### src/rtl/rf_wr_arbiter.sv
`default_nettype none
// ============================================================================
// Module   : rf_wr_arbiter
// Purpose  : Round-robin write-back arbiter for the 8-bit register file
//            (ALU, scratch RAM, stack pointer, input port). Optional build
//            macro RF_ARB_STATS_EN adds the wr_cnt / conflict statistics.
// Revision : 1.0 - initial release
// ============================================================================
module rf_wr_arbiter #(
  parameter int ADDR_W = 5,
  parameter int NREQ   = 4
) (
  input  logic              clk,
  input  logic              rst_n,
  input  logic              hold,
  input  logic [NREQ-1:0]   req,
  input  logic [ADDR_W-1:0] addr0,
  input  logic [ADDR_W-1:0] addr1,
  input  logic [ADDR_W-1:0] addr2,
  input  logic [ADDR_W-1:0] addr3,
  output logic [NREQ-1:0]   ack,
  output logic              rf_wr,
  output logic [ADDR_W-1:0] rf_adrx,
  output logic [1:0]        rf_wr_sel,
`ifdef RF_ARB_STATS_EN
  output logic [15:0]       wr_cnt,
  output logic              conflict,
`endif
  output logic              busy
);

  typedef enum logic [0:0] {
    ST_IDLE  = 1'b0,
    ST_WRITE = 1'b1
  } state_t;

  localparam logic [1:0] c_sel_one = 2'd1;

  state_t            r_state;
  logic [1:0]        r_ptr;
  logic [NREQ-1:0]   r_ack;
  logic [ADDR_W-1:0] r_adrx;
  logic [1:0]        r_sel;

  logic [ADDR_W-1:0] w_addr [NREQ];
  logic [NREQ-1:0]   w_elig;
  logic              w_any;
  logic              w_multi;
  logic              w_grant;
  logic [1:0]        w_win;
  logic [1:0]        w_idx;
  logic              w_found;

  assign w_addr[0] = addr0;
  assign w_addr[1] = addr1;
  assign w_addr[2] = addr2;
  assign w_addr[3] = addr3;

  // The source acked this cycle is masked so a late REQ drop cannot double-grant.
  assign w_elig  = req & ~r_ack;
  assign w_any   = |w_elig;
  assign w_multi = |(w_elig & (w_elig - NREQ'(1)));
  assign w_grant = ~hold & w_any;

  always_comb begin
    w_win   = r_ptr;
    w_found = 1'b0;
    w_idx   = r_ptr;
    for (int k = 0; k < NREQ; k++) begin
      w_idx = r_ptr + 2'(k);
      if (!w_found && w_elig[w_idx]) begin
        w_win   = w_idx;
        w_found = 1'b1;
      end
    end
  end

  always_ff @(posedge clk or negedge rst_n) begin
    if (!rst_n) begin
      r_state <= ST_IDLE;
      r_ptr   <= 2'd0;
      r_ack   <= '0;
      r_adrx  <= '0;
      r_sel   <= 2'd0;
    end else if (w_grant) begin
      r_state <= ST_WRITE;
      r_ack   <= NREQ'(1) << w_win;
      r_adrx  <= w_addr[w_win];
      r_sel   <= w_win;
      r_ptr   <= w_win + c_sel_one;
    end else begin
      // Address and select keep their last values; only the write strobe drops.
      r_state <= ST_IDLE;
      r_ack   <= '0;
    end
  end

  assign ack       = r_ack;
  assign rf_wr     = (r_state == ST_WRITE);
  assign rf_adrx   = r_adrx;
  assign rf_wr_sel = r_sel;
  assign busy      = rst_n & w_any;

`ifdef RF_ARB_STATS_EN
  logic [15:0] r_wr_cnt;
  logic        r_conflict;

  always_ff @(posedge clk or negedge rst_n) begin
    if (!rst_n) begin
      r_wr_cnt   <= 16'd0;
      r_conflict <= 1'b0;
    end else begin
      if ((r_state == ST_WRITE) && (r_wr_cnt != 16'hFFFF)) begin
        r_wr_cnt <= r_wr_cnt + 16'd1;
      end
      r_conflict <= w_grant & w_multi;
    end
  end

  assign wr_cnt   = r_wr_cnt;
  assign conflict = r_conflict;
`endif

endmodule
`default_nettype wire

### config.mk
export PLATFORM = sky130hd
export DESIGN_NAME = rf_wr_arbiter
export DESIGN_NICKNAME = d
export VERILOG_FILES = /design/src/rtl/rf_wr_arbiter.sv
export SDC_FILE = /design/constraint.sdc
export NUM_CORES = 1
export LEC_CHECK = 0
export BUFFER_PORTS_ARGS = -buffer_cell sky130_fd_sc_hd__buf_4
export CORE_MARGIN = 5
export CORE_UTILIZATION = 45
export CTS_BUF_LIST = sky130_fd_sc_hd__clkbuf_8 sky130_fd_sc_hd__clkbuf_16
export DETAILED_ROUTE_END_ITERATION = 7
export GPL_TIMING_DRIVEN = 0
export PLACE_DENSITY = 0.84
export SYNTH_ARGS = -nofsm -noshare
export SYNTH_HDL_FRONTEND = slang
export SYNTH_SLANG_ARGS = --single-unit
export TNS_END_PERCENT = 100
### constraint.sdc
create_clock -name clk -period 4.6 [get_ports clk]
set_input_delay 0.92 -clock clk [delete_from_list [all_inputs] [get_ports clk]]
set_output_delay 0.92 -clock clk [all_outputs]
set_load 0.02 [all_outputs]
; ---- Word-level counts from Yosys, hierarchy flattened
; Index checks and enable logic that the tools add are counted.
; W data, S select, Z words.
[word_totals]
ff_bits = 14
input_bits = 27
out_inout_bits = 13
word_cells = 47
[classes]
add_sub_neg = 4
magnitude_cmp = 5
shifts = 1
n_mux = 19
n_bitwise = 6
reduce_logical = 7
[ops]
columns = operator, n
row1 = $lt A2 B3 Y1 const B, 4
row2 = $bmux W5 S2, 1
row3 = $mux W5, 2
row4 = $bmux W1 S2, 4
row5 = $mux W1, 8
row6 = $mux W2, 3
row7 = $add A2 B1 Y2 const B, 2
row8 = $add A2 B2 Y2 const B, 2
row9 = $and A4 B4 Y4, 1
row10 = $mux W4, 1
row11 = $not A4 Y4, 1
row12 = $reduce_or A4 Y1, 1
row13 = $shl A1 B2 Y4 const A, 1
row14 = $ge A3 B3 Y1 const B, 1
row15 = $logic_and A1 B1 Y1, 3
row16 = $logic_not A1 Y1, 3
row17 = $not A2 Y3, 1
row18 = $and A1 B1 Y1, 2
row19 = $not A1 Y1, 1

; ---- Depth between registers and ports, before layout
; Gate-level depths: netlist of the first run.
[logic_depth]
word_depth = 18
ltp_mapped = 7
depth_no_buf = 6

; ---- Worst setup path after synthesis of the first run
; Ideal clock, no wire load.
[synth_timing]
path_type = input port to output port
startpoint = in req[1]
endpoint = out busy
arrival_time_ps = 1823
required_ps = 3680
path_slack_ps = 1857
cell_stages = 3
path_buffers = 0
path_cell_list = nor2b_4 > or4_4 > and2_1
[synth_between]
elab_chain_len = 3
[synth_lines]
columns = item, line
row1 = from (decl), 16  ; input logic [NREQ-1:0] req,
row2 = $and A4 B4 Y4, 60  ; assign w_elig = req & ~r_ack;
row3 = $reduce_or A4 Y1, 61  ; assign w_any = |w_elig;
row4 = $and A1 B1 Y1, 102  ; assign busy = rst_n & w_any;
row5 = to (decl), 29  ; output logic busy
; No other way between the ends.

; ---- Worst setup path in the final report of the first run
; Same ends and word-level chain as after synthesis.

==> impl_results.md, run 1 <==
* Net count of the finished layout at 145
* Fraction of post-synthesis cell area in the top cell type by area at 0.4223
* #FFs+latches synth at 14
* Total core area at 0.001745 mm^2
* Area growth from synthesis to layout at 45.70%
* Residual DRC count at 0
* N_diodes at 0
* Actual slew at the worst max-slew pin at 0.5667 ns
* Placed wire-length estimate at 1597 um
* Die height at 52.94 um
* Worst slew margin at 0.6208
* Hold-fix buffers, CTS at 0
* Signal arrival time at the worst endpoint at 2.03 ns
* Total number of H-tree levels at 1
* Mean Syn Cell Area at 11.21 um^2
* Hold path startpoint: rf_wr_sel[0]
* Critical path launch point: req[1]
* Skew-Pair Late Insertion Delay at 0.24 ns
* Floorplan die area at 0.002802 mm^2
* Kind of end point of the critical path: output pin
* Total Routing Usage GR at 0.1541
* CTS sink cnt at 14
* Number of clock buffers inserted by TritonCTS at 3
* Worst Setup Path Type: in2out
* Yosys cell types at 28
* Iteration count of the initial detailed-routing pass at 4
* Hold crit path type: reg2reg
* Unrepaired setup endpoints after global routing: false
* Mapped Nets at 101
* Routed Antenna Nets at 0
* Cells taking the most area after synthesis: dfrtp_1 42%, mux2i_1 12%, a221oi_2 9.0%, nor2_1 4.5%, nor2b_4 3.3%
* Summed instance area of the synthesized netlist at 829.5 um^2
* Outcome: completed
* Clock tree skew after final layout at 0.004994 ns
* Count of final max-slew check failures at 0
* DR WL/cell at 13.61 um
* Maximum number of pins on one net before global-route repair at 16
* Endpoints failing setup at 0
* Number of antenna violations at the first check in global routing at 0
* Post-Synthesis Cells at 74
* Count of vias placed by the detailed router at 731
* Post-CTS Resized at 0
* Share of cells above drive strength 1 at 0.5043
* Peak VDD IR at 0.3303 mV
* Setup tns final at 0 ns
* Boundary Pins at 40
* Initial detailed-routing violation count at 8
* Final critical-path required period at 2.947 ns
* Leakage at 0.5975 nW
* Clock tree from TritonCTS: built
* Maxcap violations at 0
* Chip Width at 52.94 um
* Leading area contributor after synthesis: dfrtp_1
* CTS Root Cell: clkbuf_8
* Power density over the cells at 617.0 mW/mm^2
* PnR Total Power at 0.7458 mW
* CTS clock-pin slew for the worst setup and hold paths at 0.05 ns
* Final Hold Violating Endpoints at 0
* CP required at 3.68 ns
* Kind of start point of the critical path: input port
* Total setup buffers inserted after CTS at 0
* Final WL at 1932 um
* Starting density of the core at 0.4753
* Global-route wire length before repair at 3243 um
* Syn. warnings at 0
* Via count of the first global-routing pass at 755
* Remaining Overflow, GRT at 0
* Total of buffers placed on input and output ports at 39
* Worst-case clock buffer depth at 2
* Count of standard-cell rows at 15
* Part of the Yosys area used for sequential elements at 0.4223
* Final weighted congestion in routability-driven placement at 0.7043
* Maximum fanout along the worst path at 4
* Fmax achieved at 0.3394 GHz
* Startpoint of the worst register-to-register path: ack[3]
* Drt via density at 5.148
* Final worst-path cycle share at 0.6406
* FF-to-FF setup slack at 2.71 ns
where the power goes:
part / leakage [nW] / internal (mW) / switching, mW
Sequential: 0.166 / 0.174 / 0.0400
Combinational: 0.403 / 0.195 / 0.218
Clock: 0.0288 / 0.0757 / 0.0428
area by class of cell:
| class | count | area [um^2] |
|---|---|---|
| buffer | 3 | 23.77 |
| timing repair buffer | 39 | 292.8 |
| clock buffer | 4 | 55.05 |
| inverter | 3 | 11.26 |
| multi-input combinational | 54 | 444.2 |
| tap | 25 | 31.28 |
| sequential | 14 | 350.3 |
| fill | 146 | 536.8 |
flip-flops by register name, summed over array words and instances (netlist names):
| register | cells |
|---|---|
| r_ptr | 2 |
| ack | 4 |
| rf_wr | 1 |
| rf_adrx | 5 |
| rf_wr_sel | 2 |
final timing paths:
check | to | cells past startpoint
max | busy | 5
min | rf_wr_sel[0] | 2
max reg2reg | rf_adrx[4] | 6
min reg2reg | rf_wr_sel[0] | 2
max in group asynchronous | r_ptr[0] | 1
min in group asynchronous | rf_adrx[3] | 1
critical path: stages:
cell     delay, ns
buf_4         0.11
nor2b_4       0.13
or4_4         0.55
and2_1        0.17
buf_4         0.15
cell usage in the layout, fill, tap and decap left out:
| cell | n |
|---|---|
| buf_4 | 40 |
| dfrtp_1 | 14 |
| nor2_1 | 10 |
| mux2i_1 | 10 |
| a221oi_2 | 5 |
| nor2b_1 | 4 |
| clkbuf_8 | 4 |
| nand2_1 | 3 |
| nor2b_4 | 2 |
| nand2b_1 | 2 |
| o221ai_1 | 2 |
| inv_1 | 2 |
| a21oi_1 | 2 |
| or3_1 | 2 |
| or4_4 | 1 |
| nand2b_4 | 1 |
| inv_2 | 1 |
| buf_2 | 1 |
| a311oi_1 | 1 |
| a21oi_2 | 1 |
| a22o_1 | 1 |
| a31oi_4 | 1 |
| nor3_1 | 1 |
| and3_1 | 1 |
| and2_4 | 1 |
| buf_6 | 1 |
| and2_1 | 1 |
| xor2_1 | 1 |
| o21a_1 | 1 |
synth_stat cells (all sizes together):
library cell	number
a31oi	1
dfrtp	14
buf	3
and3	1
and2	2
or4	1
nor2b	6
a311oi	1
o221ai	2
inv	3
a22o	1
a21oi	3
o21a	1
nor3	1
a221oi	5
mux2i	10
xor2	1
or3	2
nand2b	3
nor2	10
nand2	3
cells by family after synthesis:
family,after synthesis,synth area share
buffers and inverters,6,0.04223
AO/OA/AOI/OAI,14,0.1901
XOR/XNOR,1,0.01056
flip-flops,14,0.4223
multiplexers,10,0.1207
AND/OR/NAND/NOR,29,0.2142
metal layers:
layer	track usage	vias to the layer above	routed length, um
met2	0.2831	30	998
li1	-	352	-
met1	0.1786	345	755
met5	0	-	0
met4	0.03830	0	17
met3	0.03380	4	162
per-stage QoR:
| stage | instance area (um^2) | hold slack, ns | worst slack (ns) | util | cells |
|---|---|---|---|---|---|
| floorplan | 829.5 | 0.5473 | 1.857 | - | 74 |
| global placement | 1154 | 0.4658 | 1.655 | 0.6609 | 138 |
| detailed placement | 1154 | 0.4811 | 1.650 | 0.6609 | 138 |
| CTS | 1209 | 0.4959 | 1.650 | 0.6925 | 142 |
| global route | 1209 | 0.5311 | 1.623 | 0.6925 | 142 |
| finish | 1209 | 0.4899 | 1.653 | 0.6925 | 142 |
(Power assumes the default switching activity.)
==> run 2: changes to the inputs <==
--- a/config.mk
+++ b/config.mk
@@ -5,13 +5,14 @@
 export SDC_FILE = /design/constraint.sdc
 export NUM_CORES = 1
 export LEC_CHECK = 0
+export ABC_AREA = 1
 export BUFFER_PORTS_ARGS = -buffer_cell sky130_fd_sc_hd__buf_4
 export CORE_MARGIN = 5
 export CORE_UTILIZATION = 45
 export CTS_BUF_LIST = sky130_fd_sc_hd__clkbuf_8 sky130_fd_sc_hd__clkbuf_16
 export DETAILED_ROUTE_END_ITERATION = 7
 export GPL_TIMING_DRIVEN = 0
-export PLACE_DENSITY = 0.84
+export PLACE_DENSITY = 0.78
 export SYNTH_ARGS = -nofsm -noshare
 export SYNTH_HDL_FRONTEND = slang
 export SYNTH_SLANG_ARGS = --single-unit
==> constraint.sdc (replaced) <==
create_clock -name clk -period 2.75 [get_ports clk]
set_input_delay 0.55 -clock clk [delete_from_list [all_inputs] [get_ports clk]]
set_output_delay 0.55 -clock clk [all_outputs]
set_load 0.02 [all_outputs]
==> run 2 against run 1 <==
Net effect: critical path depth grew 9; worst setup slack lost 0.80 ns; die area grew 41%; register-to-register slack lost 1.9 ns; power grew to 3.2 times the previous value; clock power grew 66%; largest power group unchanged; highest routed layer unchanged.
==> impl_results.md, run 2 <==
* Outcome: completed
* Ranking of synthesized cells by instance count: 52 x nand2_1, 37 x nand3_1, 20 x inv_1
* Remaining Overflow, GRT at 0
* Synth Area in XOR/XNOR at 0
* Starting density of the core at 0.4649
* Maximum number of pins on one net before global-route repair at 16
* Final WL at 2890 um
* Share of cells above drive strength 1 at 0.3860
* Unrepaired setup endpoints after global routing: false
* Via count of the first global-routing pass at 1232
* Placed cell count at 242
* Global-route wire length before repair at 5168 um
* #FFs+latches synth at 14
* Peak-usage layer in the global routing report: met2
* Largest family of logic cells by synthesized area: simple AND/OR/NAND/NOR gates
* Slowest library cell on the worst path: dfrtp_1
* Total setup buffers inserted after CTS at 0
* Chip Width at 62.92 um
* Register Area at 350.3 um^2
* Final Hold Violating Endpoints at 0
* Peak VDD IR at 0.8322 mV
* Hold crit path type: in2async
* Kind of start point of the critical path: flip-flop
* Met3 layer usage reported by global route at 0.05036
* Final weighted congestion in routability-driven placement at 0.8115
* Part of the Yosys area used for sequential elements at 0.2781
* Summed instance area of the synthesized netlist at 0.001260 mm^2
* FFs w/ async S/R, synth at 1.000
* Endpoints failing setup at 0
* Number of clock buffers inserted by TritonCTS at 3
* Worst Setup Path Type: reg2reg
* Number of flip-flops under the largest register name at 5
* Worst path max stage delay at 0.37 ns
* CP required at 2.88 ns
* Worst-case clock buffer depth at 2
* Floorplan die area at 0.003958 mm^2
* Clock tree skew after final layout at 0.002303 ns
* Kind of end point of the critical path: flip-flop
* Global-route track usage on met2 at 0.2564
* Final cell count without fillers at 246
* Fraction of the mapped netlist area in adder cells at 0
* Mapped Nets at 199
* Clock tree from TritonCTS: built
* Final worst-path cycle share at 0.6882
* Post-CTS Resized at 0
* Series of cell instances along the critical path: buf_6 -> inv_8 -> nand2_2 -> nand2_4 -> nand3_2 -> nand2_1 -> and2_4 -> nand2_8 -> inv_2 -> nand2_1 -> nand2_1 -> nand3_1 -> nand3_1 -> nand2_1
* CTS clock-pin slew for the worst setup and hold paths at 0.06 ns
* Count of fill cells added during filler insertion at 262
* Count of standard-cell rows at 19
* Yosys cell types at 22
* Power density over the cells at 1427 mW/mm^2
* Boundary Pins at 40
* Maximum fanout along the worst path at 10
* Drt via density at 4.939
* Iteration count of the initial detailed-routing pass at 4
* Setup tns final at 0 ns
* Count of vias placed by the detailed router at 1215
* Maxcap violations at 0
* Number of enable-type register cells in the synthesized netlist at 0
* Dominant cell by count in the synthesized netlist: nand2_1
* Post-synthesis mux area share at 0
* Area occupied by multi-input gates at 765.7 um^2
* Worst slew margin at 0.8569
* FF-to-FF setup slack at 0.86 ns
* Signal arrival time at the worst endpoint at 2.02 ns
* Total core area at 0.002710 mm^2
* Leading area contributor after synthesis: dfrtp_1
* Placed wire-length estimate at 2359 um
* CTS Root Cell: clkbuf_8
* Synth Area in Compound Gates at 0.01390
* Post-Synthesis Cells at 172
* Hold-fix buffers, CTS at 0
* Actual slew at the worst max-slew pin at 0.2138 ns
* Residual DRC count at 0
* Initial detailed-routing violation count at 79
* Final critical-path required period at 1.892 ns
* Total Routing Usage GR at 0.1558
* Synth Area in Simple Gates at 0.5938
* Count of final max-slew check failures at 0
* Global-route track usage on met1 at 0.1890
* Skew-Pair Late Insertion Delay at 0.25 ns
* Commonest cells after routing, fill and taps aside: 52 x nand2_1, 40 x buf_4, 37 x nand3_1, 20 x inv_1, 14 x dfrtp_1
* Total of buffers placed on input and output ports at 39
* Cells taking the most area after synthesis: dfrtp_1 28%, nand2_1 15%, nand3_1 15%, nand3_2 9.5%, inv_1 6.0%
* Most common cell after layout, fill and taps aside: nand2_1
* Number of antenna violations at the first check in global routing at 0
* Net count of the finished layout at 243
* Mean Syn Cell Area at 7.325 um^2
* Fraction of post-synthesis cell area in the top cell type by area at 0.2781
* Total number of H-tree levels at 1
* CTS sink cnt at 14
* Die height at 62.92 um
* Cell repeated most along the worst path: nand2_1
* Area growth from synthesis to layout at 30.69%
* Fmax achieved at 0.5284 GHz
* N_diodes at 0
* Leakage at 0.9228 nW
* Syn. warnings at 0
* DR WL/cell at 11.75 um
* Routed Antenna Nets at 0
* Most common flop cell mapped by yosys: dfrtp_1
run 2: cell types whose count changed after synthesis, moves of 4 or more:
cell      delta
nand3_1     +37
nor2_1       -5
nor2b_1      -4
inv_1       +18
nand2_4      +5
nand2_1     +49
mux2i_1     -10
a221oi_2     -5
nand3_2     +12
nand2_2      +9
run 2: worst max-delay path, delay by kind of cell, from the launching register on:
kind / cells / cell delay [ns]
AND/OR/NAND/NOR: 11 / 1.07
flip-flops: 1 / 0.37
buffers and inverters: 3 / 0.31
run 2: logic make-up (layout without fill, tap and decap cells):
group                  Yosys count  count (layout)
and+or+nand+nor                128             128
buffers and inverters           27              70
DFF                             14              14
AOI/OAI and AO/OA                3               3
run 2: through the flow:
step | util | hold WS (ns) | setup slack, ns | instance area, um^2 | power (mW)
global placement | 0.5873 | 0.4069 | 0.8112 | 1592 | 2.134
finish | 0.6076 | 0.1423 | 0.8576 | 1647 | 2.350
detailed placement | 0.5873 | 0.4077 | 0.7795 | 1592 | 2.165
floorplan | - | 0.2544 | 1.075 | 1260 | 1.770
global route | 0.6076 | 0.1468 | 0.6474 | 1647 | 2.573
CTS | 0.6076 | 0.1400 | 0.8678 | 1647 | 2.373
run 2: area by class of cell:
type                            instances  area share
Buffer                                  4     0.03040
Sequential cell                        14      0.2128
Tap cell                               31     0.02356
Timing Repair Buffer                   39      0.1778
Clock buffer                            4     0.03343
Multi-Input combinational cell        131      0.4650
Inverter                               23     0.05699
run 2: where the power goes:
part	leakage [nW]	internal, mW	total (mW)	switching [mW]
Clock	0.0288	0.127	0.197	0.0701
Combinational	0.720	0.670	1.80	1.13
Sequential	0.174	0.299	0.355	0.0556
Total	0.923	1.10	2.35	1.25
run 2: per-layer routing:
| metal | wire, um | share of wire |
|---|---|---|
| met4 | 38 | 0.013 |
| met5 | 0 | 0 |
| met2 | 1366 | 0.47 |
| met1 | 1250 | 0.43 |
| met3 | 233 | 0.081 |
run 2: path summary, 6_finish.rpt:
check / from / endpoint / cells after the start
min in group clk: rf_adrx[2] / rf_adrx[2] / 2
max reg2reg: r_ptr[0] / rf_adrx[4] / 14
min: rst_n / ack[0] / 1
min reg2reg: rf_adrx[2] / rf_adrx[2] / 2
max: r_ptr[0] / rf_adrx[4] / 14
max in group asynchronous: rst_n / rf_adrx[1] / 1
==> run 3: changes to the inputs <==
--- a/config.mk
+++ b/config.mk
@@ -5,14 +5,14 @@
 export SDC_FILE = /design/constraint.sdc
 export NUM_CORES = 1
 export LEC_CHECK = 0
-export ABC_AREA = 1
+export ABC_AREA = 0
 export BUFFER_PORTS_ARGS = -buffer_cell sky130_fd_sc_hd__buf_4
 export CORE_MARGIN = 5
-export CORE_UTILIZATION = 45
+export CORE_UTILIZATION = 40
 export CTS_BUF_LIST = sky130_fd_sc_hd__clkbuf_8 sky130_fd_sc_hd__clkbuf_16
 export DETAILED_ROUTE_END_ITERATION = 7
 export GPL_TIMING_DRIVEN = 0
-export PLACE_DENSITY = 0.78
+export PLACE_DENSITY = 0.8
 export SYNTH_ARGS = -nofsm -noshare
 export SYNTH_HDL_FRONTEND = slang
 export SYNTH_SLANG_ARGS = --single-unit
==> constraint.sdc (replaced) <==
create_clock -name clk -period 1.6 [get_ports clk]
set_input_delay 0.32 -clock clk [delete_from_list [all_inputs] [get_ports clk]]
set_output_delay 0.32 -clock clk [all_outputs]
set_load 0.02 [all_outputs]
==> run 3 against run 2 <==
Net effect: the flow now finishes with violations (setup timing); sequential power up 79%; routed wire length shrank 17%; first-iteration DRC count is 94% lower; via count decreased by 35%; power is 7.5% higher; utilization grew 11 points; critical endpoint is now busy; largest cell class unchanged.
==> impl_results.md, run 3 (synthesis gave the netlist of run 1 again) <==
* Floorplan die area at 0.003085 mm^2
* Leakage at 0.6655 nW
* Clock tree skew after final layout at 0.001367 ns
* Count of fill cells added during filler insertion at 150
* Signal arrival time at the worst endpoint at 1.47 ns
* Violations in the final reports: setup timing
* Count of final max-slew check failures at 0
* Switching portion of total power at 0.4018
* PnR Total Power at 2.527 mW
* Total of buffers placed on input and output ports at 39
* Worst path max stage delay at 0.52 ns
* Clock share of power at 0.114
* Worst reg2reg path depth at 6
* Unrepaired setup endpoints after global routing: true
* Number of buffer and inverter stages on the critical path at 1
* Number of flip-flops under the largest register name at 5
* Fmax achieved at 0.5599 GHz
* Number of antenna violations at the first check in global routing at 0
* Count of standard-cell rows at 16
* Outcome: finished, violations left
* Skew-Pair Late Insertion Delay at 0.24 ns
* Maximum number of pins on one net before global-route repair at 15
* CTS sink cnt at 14
* Drt via density at 5.077
* Post-route cell area at 0.001410 mm^2
* CTS clock-pin slew for the worst setup and hold paths at 0.06 ns
* Clock tree from TritonCTS: built
* Maxcap violations at 0
* Internal Power at 1.511 mW
* Final Hold Violating Endpoints at 0
* Worst slew margin at 0.5878
* Residual DRC count at 0
* Final weighted congestion in routability-driven placement at 0.7383
* Die height at 55.54 um
* Total number of H-tree levels at 1
* Global-route wire length before repair at 4043 um
* Placed wire-length estimate at 1632 um
* Net switching power at 1.015 mW
* Hold crit path type: in2reg
* Via count of the first global-routing pass at 886
* Net count of the finished layout at 157
* Share of cells above drive strength 1 at 0.6641
* Register Area at 355.3 um^2
* Kind of start point of the critical path: flip-flop
* Worst Setup Path Type: reg2out
* Iteration count of the initial detailed-routing pass at 4
* Final WL at 2388 um
* Comb pwr share at 0.634
* Routed Antenna Nets at 0
* Starting density of the core at 0.4228
* Final worst-path cycle share at 1.116
* Remaining Overflow, GRT at 0
* Peak VDD IR at 1.022 mV
* Final critical-path required period at 1.786 ns
* Initial detailed-routing violation count at 5
* Worst-case clock buffer depth at 2
* Total core area at 0.001962 mm^2
* Boundary Pins at 40
* Endpoints failing setup at 14
* N_diodes at 0
* Number of cells on the critical path at 4
* CTS Root Cell: clkbuf_8
* Series of cell instances along the critical path: nor2b_4 -> or4_4 -> and2_4 -> buf_6
* Area occupied by multi-input gates at 530.5 um^2
* DR WL/cell at 15.41 um
* Area growth from synthesis to layout at 69.98%
* Family with the most delay on the worst path: simple AND/OR/NAND/NOR gates
* Number of clock buffers inserted by TritonCTS at 3
* Most common cell after layout, fill and taps aside: buf_4
* Slowest library cell on the worst path: or4_4
* Total Routing Usage GR at 0.1634
* Chip Width at 55.54 um
* Sequential share of power at 0.252
* Slack of the critical path at -0.1861 ns
* Min Hold Slack at 0.4430 ns
* Count of vias placed by the detailed router at 787
* Maximum fanout along the worst path at 3
* CP required at 1.28 ns
* Commonest cells after routing, fill and taps aside: 46 x buf_4, 10 x dfrtp_1, 9 x nor2_1, 9 x mux2i_1, 6 x buf_6
* Cell count of the worst hold path at 3
* Kind of end point of the critical path: output pin
* Power density over the cells at 1792 mW/mm^2
* Total placed instance area at 0.001179 mm^2
* Setup tns final at -1.713 ns
* Actual slew at the worst max-slew pin at 0.6162 ns
## run 3: cell types whose count changed in the layout (fill, tap and decap cells not counted), sizes merged, moves of 6 or more
cell and change:
mux2i +10, inv -20, nand3 -51, buf +10, nand2 -65, nor2b +6
## run 3: worst reg2reg max path, cell delays in order, from the launching register on
cell and delay (ns):
dfrtp_2 0.42, buf_6 0.12, nand2b_4 0.16, or3_4 0.35, a31oi_4 0.26, and2_4 0.26, nor2b_4 0.15
## run 3: what timing repair did
action                                  4_1_cts  5_1_grt
endpoints found under the hold margin        14        0
pin swaps                                     9        3
cloned                                        0        0
gates resized for setup                      17        5
setup buffers                                11        1
endpoints found under the setup margin       13       14
hold buffers                                  1        0
## run 3: path summary, 6_finish.rpt
kind | to | slack [ns] | start
max in group asynchronous | ack[2] | 0.52 | rst_n
hold reg to reg | rf_wr_sel[0] | 0.48 | rf_wr_sel[0]
min in group asynchronous | rf_adrx[2] | 0.64 | rst_n
setup / recovery | busy | -0.19 | ack[3]
hold / removal | rf_adrx[2] | 0.44 | addr2[2]
setup reg to reg | ack[0] | -0.18 | ack[0]
## run 3: cell type report
class | count | area share
multi-input cells | 54 | 0.3762
clock buffers | 3 | 0.02928
repair buffers | 52 | 0.2919
well taps | 27 | 0.02396
inverters | 3 | 0.007986
plain buffers | 2 | 0.01863
flip-flops and latches | 14 | 0.2520
## run 3: through the flow
step,worst slack (ns),std cells,utilization
4_1_cts,-0.1913,154,0.7034
3_5_place_dp,-0.3068,140,0.6008
2_1_floorplan,-0.1146,74,-
5_1_grt,-0.2470,155,0.7188
3_3_place_gp,-0.2359,140,0.6008
6_report,-0.1861,155,0.7188
## run 3: power groups by stage
stage	clock (mW)	sequential, mW	combinational, mW
6_report	0.288	0.637	1.60
5_1_grt	0.306	0.659	1.71
4_1_cts	0.288	0.630	1.54
3_5_place_dp	0	0.625	1.25
3_3_place_gp	0	0.622	1.21
2_1_floorplan	0	0.764	0.711
## run 3: per-layer routing
| metal | up-vias | track usage | wire (um) |
|---|---|---|---|
| met5 | - | 0 | 0 |
| met4 | 0 | 0.05208 | 33 |
| met3 | 3 | 0.03963 | 146 |
| met2 | 34 | 0.2956 | 1216 |
| met1 | 375 | 0.1863 | 991 |
| li1 | 375 | - | - |
